$ cat src/rtl/gray_pkg.sv
// Shared types and binary/Gray conversion helpers for gray_conv_pipe.
// Functions work on MAX_W bits; narrower callers zero-extend and truncate.
package gray_pkg;

    typedef enum logic {
        MODE_B2G = 1'b0,
        MODE_G2B = 1'b1
    } mode_e;

    localparam int MAX_W = 32;

    function automatic logic [MAX_W-1:0] bin2gray(input logic [MAX_W-1:0] b);
        return b ^ (b >> 1);
    endfunction

    // Zero-extended upper bits leave the prefix XOR of the real bits unchanged.
    function automatic logic [MAX_W-1:0] gray2bin(input logic [MAX_W-1:0] g);
        logic [MAX_W-1:0] b;
        b[MAX_W-1] = g[MAX_W-1];
        for (int i = MAX_W - 2; i >= 0; i--) begin
            b[i] = b[i+1] ^ g[i];
        end
        return b;
    endfunction

endpackage

$ cat src/rtl/pipe_stage.sv
// One valid/ready register slice carrying converted data plus its mode bit.
module pipe_stage #(
    parameter int WIDTH = 8
) (
    input  logic             clk,
    input  logic             rst_n,
    input  logic             load_i,
    input  logic             valid_i,
    input  logic [WIDTH-1:0] data_i,
    input  logic             mode_i,
    output logic             valid_o,
    output logic [WIDTH-1:0] data_o,
    output logic             mode_o
);

    logic             valid_q;
    logic [WIDTH-1:0] data_q;
    logic             mode_q;

    // Payload only updates on a real beat, so a bubble leaves old data parked.
    always_ff @(posedge clk or negedge rst_n) begin
        if (!rst_n) begin
            valid_q <= 1'b0;
            data_q  <= '0;
            mode_q  <= 1'b0;
        end else if (load_i) begin
            valid_q <= valid_i;
            if (valid_i) begin
                data_q <= data_i;
                mode_q <= mode_i;
            end
        end
    end

    assign valid_o = valid_q;
    assign data_o  = data_q;
    assign mode_o  = mode_q;

endmodule

$ cat src/rtl/gray_conv_pipe.sv
// Pipelined bidirectional binary/Gray converter with valid/ready flow control
// and a wrapping count of delivered output beats.
module gray_conv_pipe
    import gray_pkg::*;
#(
    parameter int WIDTH  = 8,
    parameter int STAGES = 2,
    parameter int CNT_W  = 16
) (
    input  logic             clk,
    input  logic             rst_n,
    input  logic             in_valid,
    output logic             in_ready,
    input  logic [WIDTH-1:0] in_data,
    input  logic             in_mode,
    output logic             out_valid,
    input  logic             out_ready,
    output logic [WIDTH-1:0] out_data,
    output logic             out_mode,
    output logic [CNT_W-1:0] beat_cnt,
    input  logic             clr_cnt
);

    logic [WIDTH-1:0]  conv_s;
    logic [STAGES-1:0] load_s;
    logic [STAGES-1:0] vld_s;
    logic [WIDTH-1:0]  dat_s  [STAGES];
    logic              mode_s [STAGES];
    logic              ld_chain_s;
    logic [CNT_W-1:0]  cnt_q;
    logic [CNT_W-1:0]  cnt_d;

    // Combinational conversion ahead of the first register.
    always_comb begin
        conv_s = '0;
        if (in_mode == MODE_G2B) begin
            conv_s = WIDTH'(gray2bin(MAX_W'(in_data)));
        end else begin
            conv_s = WIDTH'(bin2gray(MAX_W'(in_data)));
        end
    end

    // Load enables ripple back from the consumer: a stage moves if empty or its successor moves.
    always_comb begin
        load_s     = '0;
        ld_chain_s = out_ready;
        for (int k = STAGES - 1; k >= 0; k--) begin
            ld_chain_s = !vld_s[k] || ld_chain_s;
            load_s[k]  = ld_chain_s;
        end
    end

    for (genvar k = 0; k < STAGES; k++) begin : g_stage
        logic             v_in_s;
        logic [WIDTH-1:0] d_in_s;
        logic             m_in_s;

        if (k == 0) begin : g_first
            assign v_in_s = in_valid;
            assign d_in_s = conv_s;
            assign m_in_s = in_mode;
        end else begin : g_next
            assign v_in_s = vld_s[k-1];
            assign d_in_s = dat_s[k-1];
            assign m_in_s = mode_s[k-1];
        end

        pipe_stage #(.WIDTH(WIDTH)) u_stage (
            .clk     (clk),
            .rst_n   (rst_n),
            .load_i  (load_s[k]),
            .valid_i (v_in_s),
            .data_i  (d_in_s),
            .mode_i  (m_in_s),
            .valid_o (vld_s[k]),
            .data_o  (dat_s[k]),
            .mode_o  (mode_s[k])
        );
    end

    assign in_ready  = load_s[0];
    assign out_valid = vld_s[STAGES-1];
    assign out_data  = dat_s[STAGES-1];
    assign out_mode  = mode_s[STAGES-1];

    // Clear wins over a coincident increment.
    always_comb begin
        cnt_d = cnt_q;
        if (clr_cnt) begin
            cnt_d = '0;
        end else if (out_valid && out_ready) begin
            cnt_d = cnt_q + CNT_W'(1'b1);
        end else begin
            cnt_d = cnt_q;
        end
    end

    // Beat counter register.
    always_ff @(posedge clk or negedge rst_n) begin
        if (!rst_n) begin
            cnt_q <= '0;
        end else begin
            cnt_q <= cnt_d;
        end
    end

    assign beat_cnt = cnt_q;

endmodule
$ cat config.mk
export PLATFORM = sky130hd
export DESIGN_NAME = gray_conv_pipe
export DESIGN_NICKNAME = d
export VERILOG_FILES = /design/src/rtl/gray_pkg.sv /design/src/rtl/pipe_stage.sv /design/src/rtl/gray_conv_pipe.sv
export SDC_FILE = /design/constraint.sdc
export NUM_CORES = 1
export LEC_CHECK = 0
export CORE_ASPECT_RATIO = 0.7
export CORE_MARGIN = 2
export CORE_UTILIZATION = 49
export CTS_BUF_LIST = sky130_fd_sc_hd__clkbuf_8 sky130_fd_sc_hd__clkbuf_16
export DETAILED_ROUTE_END_ITERATION = 8
export GPL_TIMING_DRIVEN = 0
export PLACE_DENSITY_LB_ADDON = 0.12
export SYNTH_ARGS = -nofsm -noshare
export SYNTH_HDL_FRONTEND = slang
export SYNTH_HIERARCHICAL = 1
export SYNTH_SLANG_ARGS = --single-unit
$ cat constraint.sdc
create_clock -name clk -period 2.1 [get_ports clk]
set_input_delay 0.42 -clock clk [delete_from_list [all_inputs] [get_ports clk]]
set_output_delay 0.42 -clock clk [all_outputs]
set_load 0.05 [all_outputs]
==> impl_metrics.toml, run 1 <==
[floorplan]
ios = 41
fp-row-count = 18
start_util_pct = 50.5
die_h_um = 54.0
die_w_um = 75.4
coreArea_um2 = 3470
dieArea_um2 = 4070

[final_layout]
layout_common_cells = "dfrtp_1 (36), clkdlybuf4s50_1 (36), mux2_2 (18)"
fillCellCount = 272
area_growth_pct = 31.2
nets = 213
n_antenna_cell = 0
drive_gt1_share_pct = 18.1
final_area_um2 = 2300

[sta]
slew_viol_final = 0
rsz0062_at_grt = "no"
final.period_utilization_pct = 96.1
hold_slack_ns = 0.210
fmax_mhz = 496
worst_slew_pin_slew_ns = 0.774
max_slew_margin_pct = 48.4
hold_violations = 0
fin_crit_ns = 2.02
finalWorstSetupSlack_ns = 0.0824
finalSetupViolations = 0
clock_skew_ns = 0.0111

[clock_tree]
ctsHtreeMaxLevel = 2
cts.reportedPaths.clkPinSlew_ns = 0.08
clk_path_buf_depth = 2
cts_setup_buffers = 0
hold_buffers = 0
clock_latency_ns = 0.29
cts_num_sinks = 36
cts-root-buf = "clkbuf_8"
cts_tree = "built"
cts_buffers = 5

[route]
drt_wl_total_um = 3330
via_per_inst = 5.10
wire_per_inst_um = 13.4
post-route-drc-count = 0
ant_nets = 0
firstDrtPassIters = 4
vias = 1271
drtIter0Drc = 69

[worst_setup_path]
cp_slowest_stage_delay_ns = 0.85
crit_required_ns = 1.68
cp_num_buf_inv = 1
crit_slowest_cell = "clkdlybuf4s50_1"
crit_type = "register to output port"
cp_max_fo = 6
crit_path_cell_trace = "clkdlybuf4s50_1"
path_delay_family = "buffers and inverters"
startpoint_type = "register"
critPathArrivalTime_ns = 1.60
end_kind = "output port"

[global_route]
grt_pass1_vias = 1163
grt_pass1_wl_um = 5370
track_usage_pct = 18.1
overflow = 0
antenna_found_initial = 0
grt_max_degree = 37

[min_path]
holdCritPathClass = "input pin to asynchronous set/reset pin"

[yosys]
synth_area_um2 = 1750
yosys_warnings = 6
synth-adder-area-share_pct = 0.715
muxShareOfSynthArea_pct = 13.3
synthSimpleGateAreaFrac_pct = 16.3
yosys.area_share.xor_xnor_pct = 11.9
yosysUniqueCellTypes = 27
seq_area_frac_synth_pct = 51.5
synth_seq_cells = 36
synth-compound-area-share_pct = 4.15
avgSynthCellArea_um2 = 11.5
syn_inst = 152
synth_top_family_by_area = "simple AND/OR/NAND/NOR gates"
syn_nets = 167

[placed_design]
pre_cts_slack_ns = -0.389
port_buffers = 39
dpl_cell_area_um2 = 2200
dpl.hpwl_um = 2420
gp_congestion = 0.809

[power]
ir_drop_uv = 741
p_per_area_nw_per_um2 = 912
p_leak_nw = 0.974

[run_status]
status = "complete, no violations"

[job]
drv_cap = 0
## power breakdown
| group | leakage (nW) | total [mW] | switching [mW] | internal, mW |
|---|---|---|---|---|
| Combinational | 0.468 | 0.705 | 0.423 | 0.282 |
| Clock | 0.0486 | 0.502 | 0.241 | 0.262 |
| Sequential | 0.457 | 0.887 | 0.0720 | 0.815 |
## worst reg2reg max path, delay by kind of cell, from the launching register on
| kind | cells | cell delay [ns] |
|---|---|---|
| AOI/OAI and AO/OA | 1 | 0.13 |
| adders and majority gates | 1 | 0.22 |
| and+or+nand+nor | 3 | 0.65 |
| buffers and inverters | 1 | 0.25 |
| DFF | 1 | 0.47 |
## stage by stage
stage	util, %	cells	TNS (ns)	total power, mW
finish	66.2	249	0	2.09
global route	66.2	249	0	2.20
CTS	66.1	249	0	2.12
detailed placement	63.4	241	-1.32	1.61
global placement	63.5	241	-5.04	1.60
floorplan	-	152	0	1.36
## cells by family after synthesis
family	Yosys count
DFF	36
muxes	21
buffers and inverters	8
AOI/OAI and AO/OA	13
xor gates and xnor gates	23
and+or+nand+nor	50
adders and majority gates	1
## layer usage
metal	part of all wire [%]	wire, um	track usage (%)	up-vias
met5	0	0	0	-
met4	0.63	21	5.26	0
met3	4.9	162	5.62	4
met2	48	1610	27.4	33
met1	46	1530	25.1	620
li1	-	-	-	614
## state kept, by name (all words and copies together), names as in the netlist
signal	cells
beat_cnt	16
g_stage.u_stage/data_o	16
g_stage.u_stage/mode_o	2
g_stage.u_stage/valid_o	2
## area by class of cell
type	instances	area, um^2	area share (%)
multi-input combinational	108	820	35.7
tap	50	62.6	2.72
inverter	3	11.3	0.490
clock buffer	6	82.6	3.59
sequential	36	901	39.2
timing repair buffer	39	383	16.7
clock inverter	2	11.3	0.490
buffer	5	26.3	1.14
## worst paths after layout
check | start | endpoint | slack [ns] | cells after the start
setup / recovery | beat_cnt[0]$_DFFE_PN0P_ | beat_cnt[0] | 0.08 | 1
hold reg to reg | g_stage[0].u_stage/data_o[3]$_DFFE_PN0P_ | g_stage[1].u_stage/data_o[3]$_DFFE_PN0P_ | 0.50 | 1
setup reg to reg | beat_cnt[0]$_DFFE_PN0P_ | beat_cnt[14]$_DFFE_PN0P_ | 0.32 | 6
hold / removal | rst_n | g_stage[1].u_stage/data_o[3]$_DFFE_PN0P_ | 0.21 | 1
min in group clk | clr_cnt | beat_cnt[14]$_DFFE_PN0P_ | 0.48 | 2
max in group asynchronous | rst_n | g_stage[1].u_stage/data_o[4]$_DFFE_PN0P_ | 1.40 | 1
## Yosys cell counts
cell type   n  area [um^2]
a21oi_1     6         30.0
and2_4      1         8.76
and3_1      1         6.26
and4_1      4         35.0
buf_6       1         11.3
clkbuf_1    4         15.0
dfrtp_1    36          901
ha_1        1         12.5
inv_1       3         11.3
mux2_2     18          203
mux2i_1     3         30.0
nand2_1    11         41.3
nand2_2     1         6.26
nand2_4     3         33.8
nand2b_1    2         12.5
nand3_1     6         30.0
nand3b_1    1         7.51
nand4_1     4         25.0
nor2_1     10         37.5
o21ai_0     4         20.0
o31ai_1     3         22.5
or2_2       1         6.26
or3_1       2         12.5
or4_1       3         22.5
xnor2_1     8         70.1
xor2_1     14          123
xor2_2      1         16.3
## what timing repair did
item                       in CTS  in global routing
setup endpoints to repair       1                  5
resized for setup               3                  4
pin swaps                       0                  0
Power figures use the tool's default switching activity.
==> inputs of run 2 (changes only) <==
--- a/config.mk
+++ b/config.mk
@@ -11,7 +11,9 @@
 export CTS_BUF_LIST = sky130_fd_sc_hd__clkbuf_8 sky130_fd_sc_hd__clkbuf_16
 export DETAILED_ROUTE_END_ITERATION = 8
 export GPL_TIMING_DRIVEN = 0
-export PLACE_DENSITY_LB_ADDON = 0.12
+export HOLD_SLACK_MARGIN = 0.1
+export PLACE_DENSITY = 0.89
+export SETUP_SLACK_MARGIN = 0.5
 export SYNTH_ARGS = -nofsm -noshare
 export SYNTH_HDL_FRONTEND = slang
 export SYNTH_HIERARCHICAL = 1
==> run 2 against run 1 <==
Net effect: sequential power about the same; register-to-register slack better by 0.24 ns; hold slack better by 0.0060 ns; critical path depth up 5; global-route usage up 2.8 points; final area up 5.3%; clock power down 6.8%; die area unchanged; non-clock buffer count up 9; critical endpoint is now g_stage[0].u_stage/data_o[0]$_DFFE_PN0P_; largest cell class unchanged.
==> impl_metrics.toml, run 2 (synthesized netlist as in run 1, its figures left out) <==
[worst_setup_path]
startpoint_type = "input pin"
crit_type = "input pin to register"
cp-startpoint = "in_data[3]"
crit_slowest_cell = "or2_2"
cp.depth = 6
cp_num_buf_inv = 1
reg2regPathDepth = 5
rrSetupSlack_ns = 0.56
crit_required_ns = 2.27
path_delay_family = "multiplexers"
critPathArrivalTime_ns = 1.74
cp_slowest_stage_delay_ns = 0.29
crit_path_cell_trace = "clkdlybuf4s15_1 -> xor2_2 -> or2_2 -> mux2i_2 -> xnor2_1 -> mux2_2"
reg2reg_from = "beat_cnt[4]$_DFFE_PN0P_"
end_kind = "register"
cp_max_fo = 4

[clock_tree]
ctsHtreeMaxLevel = 2
hold_buffers = 0
clock_latency_ns = 0.28
cts_buffers = 5
cts_num_sinks = 36
cts_tree = "built"
clk_path_buf_depth = 2
cts-root-buf = "clkbuf_8"
cts.reportedPaths.clkPinSlew_ns = 0.07

[final_layout]
drive_gt1_share_pct = 44.2
final_common_cell = "dfrtp_1"
area_growth_pct = 38.2
layout.cells.non_filler = 258
final_util_pct = 69.8
n_antenna_cell = 0
nets = 222
layout_common_cells = "dfrtp_1 (22), mux2_2 (18), clkdlybuf4s15_2 (16)"

[global_route]
overflow = 0
grt_max_degree = 37
grt_pass1_vias = 1326
track_usage_pct = 20.9
grt_pass1_wl_um = 6110
antenna_found_initial = 0

[power]
total_power_mw = 2.05
p_switching_mw = 0.766
p_leak_nw = 1.03
ir_drop_uv = 683
p_int_mw = 1.29
combPwrFrac_pct = 33.9
p_per_area_nw_per_um2 = 848
swShare_pct = 37.3
p_clk_share_pct = 22.8
pwr-share-seq_pct = 43.3

[sta]
fin_tns_setup_ns = 0
worst_slew_pin_slew_ns = 0.792
slew_viol_final = 0
final.period_utilization_pct = 74.8
hold_violations = 0
fin_crit_ns = 1.57
clock_skew_ns = 0.00431
finalSetupViolations = 0
hold_slack_ns = 0.216
fmax_mhz = 636
max_slew_margin_pct = 47.2
rsz0062_at_grt = "no"

[floorplan]
die_w_um = 75.4
start_util_pct = 50.5
die_h_um = 54.0
coreArea_um2 = 3470
fp-row-count = 18
ios = 41
dieArea_um2 = 4070

[route]
drtIter0Drc = 82
wire_per_inst_um = 15.5
ant_nets = 0
vias = 1381
post-route-drc-count = 0
firstDrtPassIters = 4
via_per_inst = 5.35
drt_wl_total_um = 3990

[placed_design]
port_buffers = 39
gp_congestion = 0.837
dp.cells = 241
dpl.hpwl_um = 2720

[min_path]
holdCritPathClass = "input pin to asynchronous set/reset pin"

[run_status]
status = "complete, no violations"

[job]
drv_cap = 0
==> run 2: cell count changes in the layout (fill, tap and decap cells not counted), sizes merged <==
cell,delta
buf,+13
dlygate4sd2,+3
inv,+1
dlymetal6s2s,-1
clkinvlp,-1
clkdlybuf4s15,+21
clkinv,+1
clkbuf,+5
clkdlybuf4s50,-33
==> run 2: metal layers <==
layer  vias to the layer above  routed length, um  GRT usage [%]
li1                        637                  -              -
met1                       705               1720           26.0
met2                        34               2090           32.9
met3                         5                132           7.12
met4                         0                 56           9.94
met5                         -                  0              0
==> run 2: final cells by class <==
cell class | count | area, um^2
Buffer | 5 | 40.0
Clock buffer | 5 | 68.8
Timing Repair Buffer | 48 | 420
Clock inverter | 3 | 12.5
Fill cell | 248 | 1050
Tap cell | 50 | 62.6
Multi-Input combinational cell | 108 | 886
Inverter | 3 | 11.3
Sequential cell | 36 | 918
==> run 2: path summary, 6_finish.rpt <==
kind                                                             to
setup / recovery           g_stage[0].u_stage/data_o[0]$_DFFE_PN0P_
hold / removal                              beat_cnt[4]$_DFFE_PN0P_
setup reg to reg                           beat_cnt[13]$_DFFE_PN0P_
hold reg to reg               g_stage[1].u_stage/mode_o$_DFFE_PN0P_
max in group asynchronous    g_stage[1].u_stage/valid_o$_DFFE_PN0P_
min in group clk           g_stage[0].u_stage/data_o[7]$_DFFE_PN0P_
==> run 2: what timing repair did <==
action,in CTS,in global routing
buffers inserted,3,6
gates resized for setup,90,25
pin swaps,4,2
endpoints found under the setup margin,36,18
==> run 2: metrics by stage <==
stage	cell area, um^2	setup WS [ns]
after floorplan	1790	0.250
after global placement	2240	-0.344
after detailed placement	2230	-0.344
after CTS	2370	0.386
after global routing	2420	0.498
final	2420	0.529
==> run 2: power by group through the flow <==
stage | clock [mW] | combinational (mW) | sequential [mW]
after floorplan | 0 | 0.202 | 1.16
after global placement | 0 | 0.702 | 0.894
after detailed placement | 0 | 0.718 | 0.905
after CTS | 0.473 | 0.677 | 0.890
after global routing | 0.508 | 0.733 | 0.907
final | 0.468 | 0.696 | 0.888
